$ cat config.mk
export PLATFORM = sky130hd
export DESIGN_NAME = video_stream_packer
export DESIGN_NICKNAME = d
export VERILOG_FILES = /design/src/rtl/video_stream_packer.sv
export SDC_FILE = /design/constraint.sdc
export NUM_CORES = 1
export LEC_CHECK = 0
export ABC_AREA = 1
export BUFFER_PORTS_ARGS = -buffer_cell sky130_fd_sc_hd__buf_2
export CAP_MARGIN = 10
export CORE_ASPECT_RATIO = 1.5
export CORE_MARGIN = 4
export CORE_UTILIZATION = 65
export DETAILED_ROUTE_END_ITERATION = 12
export PLACE_DENSITY = 0.83
export SYNTH_ARGS = -nofsm -noshare
export SYNTH_HDL_FRONTEND = slang
export SYNTH_SLANG_ARGS = --single-unit
$ cat constraint.sdc
create_clock -name I_pixel_clk -period 8.18 [get_ports I_pixel_clk]
set_clock_uncertainty 0.1 [all_clocks]
set_input_delay 0.818 -clock I_pixel_clk [delete_from_list [all_inputs] [get_ports I_pixel_clk]]
set_output_delay 0.818 -clock I_pixel_clk [all_outputs]
set_load 0.05 [all_outputs]
$ cat src/rtl/video_stream_packer.sv
// ============================================================================
// video_stream_packer: VS/DE pixel bus -> user/valid/last/ready stream with FIFO.
// Optional line-length check: VIDEO_STREAM_PACKER_LINE_CHECK_EN.  Rev 1.0
// ============================================================================
`default_nettype none

module video_stream_packer #(
    parameter int DATA_W     = 24,
    parameter int FIFO_DEPTH = 16,
    parameter int H_ACTIVE   = 1920
) (
    input  logic              I_pixel_clk,
    input  logic              I_rst,
    input  logic              I_video_in_vs,
    input  logic              I_video_in_de,
    input  logic [DATA_W-1:0] I_video_in_data,
    output logic              O_video_out_user,
    output logic              O_video_out_valid,
    output logic              O_video_out_last,
    input  logic              I_video_out_ready,
    output logic [DATA_W-1:0] O_video_out_data,
    output logic              O_overflow,
    output logic              O_line_err,
    output logic [15:0]       O_frame_cnt
);

    localparam int AW = $clog2(FIFO_DEPTH);
    localparam int EW = DATA_W + 2;

    if (FIFO_DEPTH < 4 || (FIFO_DEPTH & (FIFO_DEPTH - 1)) != 0 || H_ACTIVE < 1) begin : g_bad_params
        $error("video_stream_packer: illegal FIFO_DEPTH or H_ACTIVE");
    end

    typedef enum logic [0:0] {
        WAIT_VS = 1'b0,
        RUN     = 1'b1
    } state_t;

    state_t state;
    state_t state_next;

    logic              vs_prev;
    logic              vs_rise;
    logic              capture;
    logic              run_start;
    logic              pix_user;
    logic              arm;
    logic              held_valid;
    logic              held_user;
    logic [DATA_W-1:0] held_data;

    assign vs_rise = I_video_in_vs & ~vs_prev;

    always_ff @(posedge I_pixel_clk) begin
        if (I_rst) begin
            state <= WAIT_VS;
        end else begin
            state <= state_next;
        end
    end

    // A VS edge both leaves WAIT_VS and lets a coincident DE pixel in.
    always_comb begin
        state_next = state;
        capture    = 1'b0;
        case (state)
            WAIT_VS: begin
                capture = I_video_in_de & vs_rise;
                if (vs_rise) begin
                    state_next = RUN;
                end
            end
            RUN: begin
                capture = I_video_in_de;
            end
            default: begin
                state_next = WAIT_VS;
            end
        endcase
    end

    // A run starts whenever nothing is held from the previous cycle.
    assign run_start = capture & ~held_valid;
    assign pix_user  = run_start & (arm | vs_rise);

    always_ff @(posedge I_pixel_clk) begin
        if (I_rst) begin
            vs_prev    <= 1'b0;
            arm        <= 1'b0;
            held_valid <= 1'b0;
            held_user  <= 1'b0;
            held_data  <= '0;
        end else begin
            vs_prev    <= I_video_in_vs;
            arm        <= run_start ? 1'b0 : (arm | vs_rise);
            held_valid <= capture;
            if (capture) begin
                held_user <= pix_user;
                held_data <= I_video_in_data;
            end
        end
    end

    logic          wr_req;
    logic          wr_last;
    logic [EW-1:0] wr_entry;
    logic [EW-1:0] mem [FIFO_DEPTH];
    logic [AW:0]   wr_ptr;
    logic [AW:0]   rd_ptr;
    logic          empty;
    logic          full;
    logic          pop;
    logic          wr_en;
    logic [EW-1:0] head;

    assign wr_req   = held_valid;
    assign wr_last  = ~capture;
    assign wr_entry = {held_user, wr_last, held_data};

    assign empty = (wr_ptr == rd_ptr);
    assign full  = (wr_ptr[AW] != rd_ptr[AW]) && (wr_ptr[AW-1:0] == rd_ptr[AW-1:0]);
    assign pop   = ~empty & I_video_out_ready;
    assign wr_en = wr_req & (~full | pop);
    assign head  = mem[rd_ptr[AW-1:0]];

    always_ff @(posedge I_pixel_clk) begin
        if (wr_en) begin
            mem[wr_ptr[AW-1:0]] <= wr_entry;
        end
    end

    always_ff @(posedge I_pixel_clk) begin
        if (I_rst) begin
            wr_ptr      <= '0;
            rd_ptr      <= '0;
            O_overflow  <= 1'b0;
            O_frame_cnt <= 16'd0;
        end else begin
            if (wr_en) begin
                wr_ptr <= wr_ptr + 1'b1;
            end
            if (pop) begin
                rd_ptr <= rd_ptr + 1'b1;
            end
            if (wr_req & full & ~pop) begin
                O_overflow <= 1'b1;
            end
            if (pop & head[EW-1]) begin
                O_frame_cnt <= O_frame_cnt + 16'd1;
            end
        end
    end

    assign O_video_out_valid = ~empty;
    assign O_video_out_user  = ~empty & head[EW-1];
    assign O_video_out_last  = ~empty & head[EW-2];
    assign O_video_out_data  = empty ? '0 : head[DATA_W-1:0];

`ifdef VIDEO_STREAM_PACKER_LINE_CHECK_EN
    localparam logic [15:0] H_ACTIVE_W = 16'(H_ACTIVE);

    logic [15:0] line_cnt;
    logic        line_err;

    // A held pixel with no capture this cycle is the line's last beat.
    always_ff @(posedge I_pixel_clk) begin
        if (I_rst) begin
            line_cnt <= 16'd0;
            line_err <= 1'b0;
        end else if (capture) begin
            if (run_start) begin
                line_cnt <= 16'd1;
            end else if (line_cnt != 16'hFFFF) begin
                line_cnt <= line_cnt + 16'd1;
            end
        end else if (wr_req) begin
            if (line_cnt != H_ACTIVE_W) begin
                line_err <= 1'b1;
            end
            line_cnt <= 16'd0;
        end
    end

    assign O_line_err = line_err;
`else
    assign O_line_err = 1'b0;
`endif

endmodule

`default_nettype wire

==> metrics.md <==
| Metric | Value |
|---|---|
| Max H-tree Level | `2` |
| Leak | `7.13 nW` |
| Required arrival time at the worst endpoint | `7.26 ns` |
| Least-Margin Pin Slew | `1.28 ns` |
| Pin count of the biggest net entering global routing | `132` |
| Number of buffers added for setup after CTS | `0` |
| Category of the worst setup path capture point | `output port` |
| Layout area overhead | `9.16%` |
| Mapped Area | `0.0192 mm2` |
| Die width | `148 um` |
| Wire length of the first global-routing pass | `69.4 mm` |
| Fin Hold WS | `0.358 ns` |
| WL/cell | `22.0 um` |
| Type of origin of the critical path | `flop` |
| Number of vias in the routed layout | `12923` |
| FF-to-FF path depth | `9` |
| Number of buffers created by CTS | `40` |
| Reg clk slew, reported paths | `0.07 ns` |
| Maximum clock insertion buffer count | `3` |
| Unique cell type count in the Yosys netlist | `33` |
| Number of antenna violations at the first check in global routing | `1` |
| Remaining global-route overflow | `0` |
| Slack of the worst reg-to-reg path | `5.07 ns` |
| Total number of placement rows | `76` |
| Status | `finished, final reports clean` |
| Max-capacitance violation count | `0` |
| Share of cells above drive strength 1 | `11.0%` |
| Utilization after layout | `72.6%` |
| Part of the Yosys area used for sequential elements | `71.2%` |
| Initial core utilization | `66.5%` |
| CP Max Fanout | `131` |
| Number of design rule violations left after detail routing | `0` |
| Maximum vdd drop | `0.197 mV` |
| Unrepaired setup endpoints after global routing | `no` |
| Top area cells in the synthesized netlist | `sky130_fd_sc_hd__edfxtp_1 65%, sky130_fd_sc_hd__nor2_1 7.8%, sky130_fd_sc_hd__dfxtp_1 6.2%, sky130_fd_sc_hd__o211ai_1 3.9%, sky130_fd_sc_hd__o21ai_0 3.7%` |
| Floorplan core area | `0.0289 mm2` |
| Port Buf Inserts | `72` |
| HPWL after detailed placement | `23.4 mm` |
| Pwr/cell area | `251 mW/mm2` |
| Worst min path class | `flop to flop` |
| Total count of hold-check failures in the final report | `0` |
| Vias in the first global route | `12746` |
| Number of standard cells in the layout, taps in and fillers out | `2071` |
| TritonCTS clock tree | `done` |
| R2r endpoint | `O_frame_cnt[14]$_SDFFE_PP0P_` |
| Post-Syn Instances | `1627` |
| Die area | `0.0325 mm2` |
| Post-CTS Resized | `0` |
| ANT cells | `0` |
| Final-layout fill cell count | `1833` |
| Total of hold buffers inserted after clock tree synthesis | `0` |
| Post-layout total power | `0.00528 W` |
| Clock sinks | `476` |
| Max transition margin | `14.4%` |
| Most numerous cell types in the synthesized netlist | `416 x sky130_fd_sc_hd__edfxtp_1, 402 x sky130_fd_sc_hd__nor2_1, 143 x sky130_fd_sc_hd__o21ai_0` |
| Global routing usage summed across all routing layers | `28.1%` |
| Main synth FF type | `sky130_fd_sc_hd__edfxtp_1` |
| Async S/R FF share, synth | `0%` |
| Number of search-and-repair iterations in the first detailed-routing pass | `6` |
| Final period utilization | `60.0%` |
| Clock network latency to the later pin of the worst-skew pair | `0.54 ns` |
| Kind of critical path | `flop to output port` |
| Average size of a mapped cell | `11.8 um2` |
| Final critical delay including setup and external delays | `4.91 ns` |
| Timing-limited maximum frequency | `204 MHz` |
| Setup TNS | `0 ns` |
| Vertical die dimension | `219 um` |
| Library cell with the largest summed area after synthesis | `sky130_fd_sc_hd__edfxtp_1` |
| Synth top area share | `65.0%` |
| Antenna Nets Post-Route | `0` |
| Worst path arrival time | `3.99 ns` |
| Per-cell via count in the routed design | `6.24` |
| Termination of the worst setup path | `O_video_out_data[17]` |
| Number of synthesis warnings | `0` |
| Drt total wl | `45.5 mm` |
| Placed Instances | `2000` |
| EDFF count, synth | `416` |
| RePlAce Congestion | `0.844` |
| Count of final max-slew check failures | `0` |
| Cell with the most instances after synthesis | `sky130_fd_sc_hd__edfxtp_1` |
| Final Setup Violations | `0` |
| Root buffer cell | `sky130_fd_sc_hd__clkbuf_16` |
| Total Nets Final | `1687` |
| Seq cells post-synth | `476` |
| Initial DRC Count | `1915` |
| Nets in the synthesized netlist | `1662` |
| Number of top-level design ports | `74` |
==> power breakdown <==
part	switching [W]	internal, W	total (W)	leakage (nW)
Clock	0.000813	0.00103	0.00184	0.612
Sequential	0.0000676	0.00268	0.00275	4.32
Combinational	0.000510	0.000178	0.000688	2.20
Total	0.00139	0.00389	0.00528	7.13
==> how the worst min path moves through the flow <==
stage | startpoint | slack [ns] | endpoint | depth (start not counted)
2_1_floorplan | state$_SDFF_PP0_ | 0.34 | state$_SDFF_PP0_ | 2
3_3_place_gp | state$_SDFF_PP0_ | 0.35 | state$_SDFF_PP0_ | 2
3_5_place_dp | state$_SDFF_PP0_ | 0.35 | state$_SDFF_PP0_ | 2
4_1_cts | state$_SDFF_PP0_ | 0.36 | state$_SDFF_PP0_ | 2
5_1_grt | state$_SDFF_PP0_ | 0.37 | state$_SDFF_PP0_ | 2
6_report | state$_SDFF_PP0_ | 0.36 | state$_SDFF_PP0_ | 2
==> placed cells by master (no fill, tap or decap), types with 2 or more instances in the layout <==
master / instances
sky130_fd_sc_hd__clkinv_2: 5
sky130_fd_sc_hd__dfxtp_1: 58
sky130_fd_sc_hd__ha_1: 6
sky130_fd_sc_hd__inv_4: 2
sky130_fd_sc_hd__bufinv_16: 2
sky130_fd_sc_hd__nor2_2: 3
sky130_fd_sc_hd__nor3_1: 2
sky130_fd_sc_hd__o21ai_0: 143
sky130_fd_sc_hd__clkbuf_1: 11
sky130_fd_sc_hd__a21oi_1: 50
sky130_fd_sc_hd__buf_2: 72
sky130_fd_sc_hd__nand2_1: 90
sky130_fd_sc_hd__clkbuf_16: 41
sky130_fd_sc_hd__clkinv_1: 8
sky130_fd_sc_hd__nor2_4: 14
sky130_fd_sc_hd__nand4_1: 3
sky130_fd_sc_hd__inv_1: 34
sky130_fd_sc_hd__edfxtp_1: 416
sky130_fd_sc_hd__xnor2_1: 3
sky130_fd_sc_hd__clkbuf_8: 5
sky130_fd_sc_hd__nor2_1: 389
sky130_fd_sc_hd__xor2_1: 3
sky130_fd_sc_hd__nand3_1: 89
sky130_fd_sc_hd__nor3_2: 3
sky130_fd_sc_hd__nand2_2: 4
sky130_fd_sc_hd__o21ai_1: 87
sky130_fd_sc_hd__nand2_4: 3
sky130_fd_sc_hd__o211ai_1: 101
sky130_fd_sc_hd__buf_4: 18
sky130_fd_sc_hd__nand3_2: 2
sky130_fd_sc_hd__inv_2: 6
==> layer usage <==
layer | GRT usage (%) | share of wire [%]
met1 | 35.6 | 35
met3 | 4.25 | 10
met4 | 11.3 | 4.1
met2 | 48.9 | 51
met5 | 0 | 0.029
==> worst max-delay path, stage by stage, from the launching register on <==
cell and delay, ns:
sky130_fd_sc_hd__dfxtp_4 0.61, sky130_fd_sc_hd__inv_4 0.90, sky130_fd_sc_hd__buf_4 0.78, sky130_fd_sc_hd__o21ai_0 0.15, sky130_fd_sc_hd__o211ai_1 0.21, sky130_fd_sc_hd__nand3_1 0.10
sky130_fd_sc_hd__a21oi_1 0.32, sky130_fd_sc_hd__buf_2 0.33
==> sequential cells by signal, indices dropped and copies added, names as in the netlist, 5 cells and up, named ones only <==
name and count:
mem 416, held_data 24, rd_ptr 5, wr_ptr 5, O_frame_cnt 16
==> final cells by class <==
| cell class | count | area, um2 | area share [%] |
|---|---|---|---|
| multi-input cells | 1000 | 4890 | 23.3 |
| clock buffers | 57 | 1140 | 5.41 |
| repair buffers | 90 | 495 | 2.36 |
| inverters | 44 | 170 | 0.811 |
| flip-flops and latches | 476 | 13700 | 65.3 |
| clock inverters | 14 | 115 | 0.548 |
| well taps | 390 | 488 | 2.32 |
==> logic make-up after synthesis <==
logic type,after synthesis,synth area share (%)
AO/OA/AOI/OAI,382,11.3
XOR/XNOR,6,0.273
adder cells (fa/ha/maj),6,0.390
AND/OR/NAND/NOR,605,12.9
other,1,0.0195
flip-flops,476,71.2
buffers and inverters,151,3.96
==> metrics by stage <==
step	worst slack (ns)	area (um2)
final	3.27	21000
after global routing	2.96	21000
after CTS	3.22	21000
after detailed placement	3.80	19700
after global placement	3.81	19700
after floorplan	4.71	19200
Power figures use the tool's default switching activity.
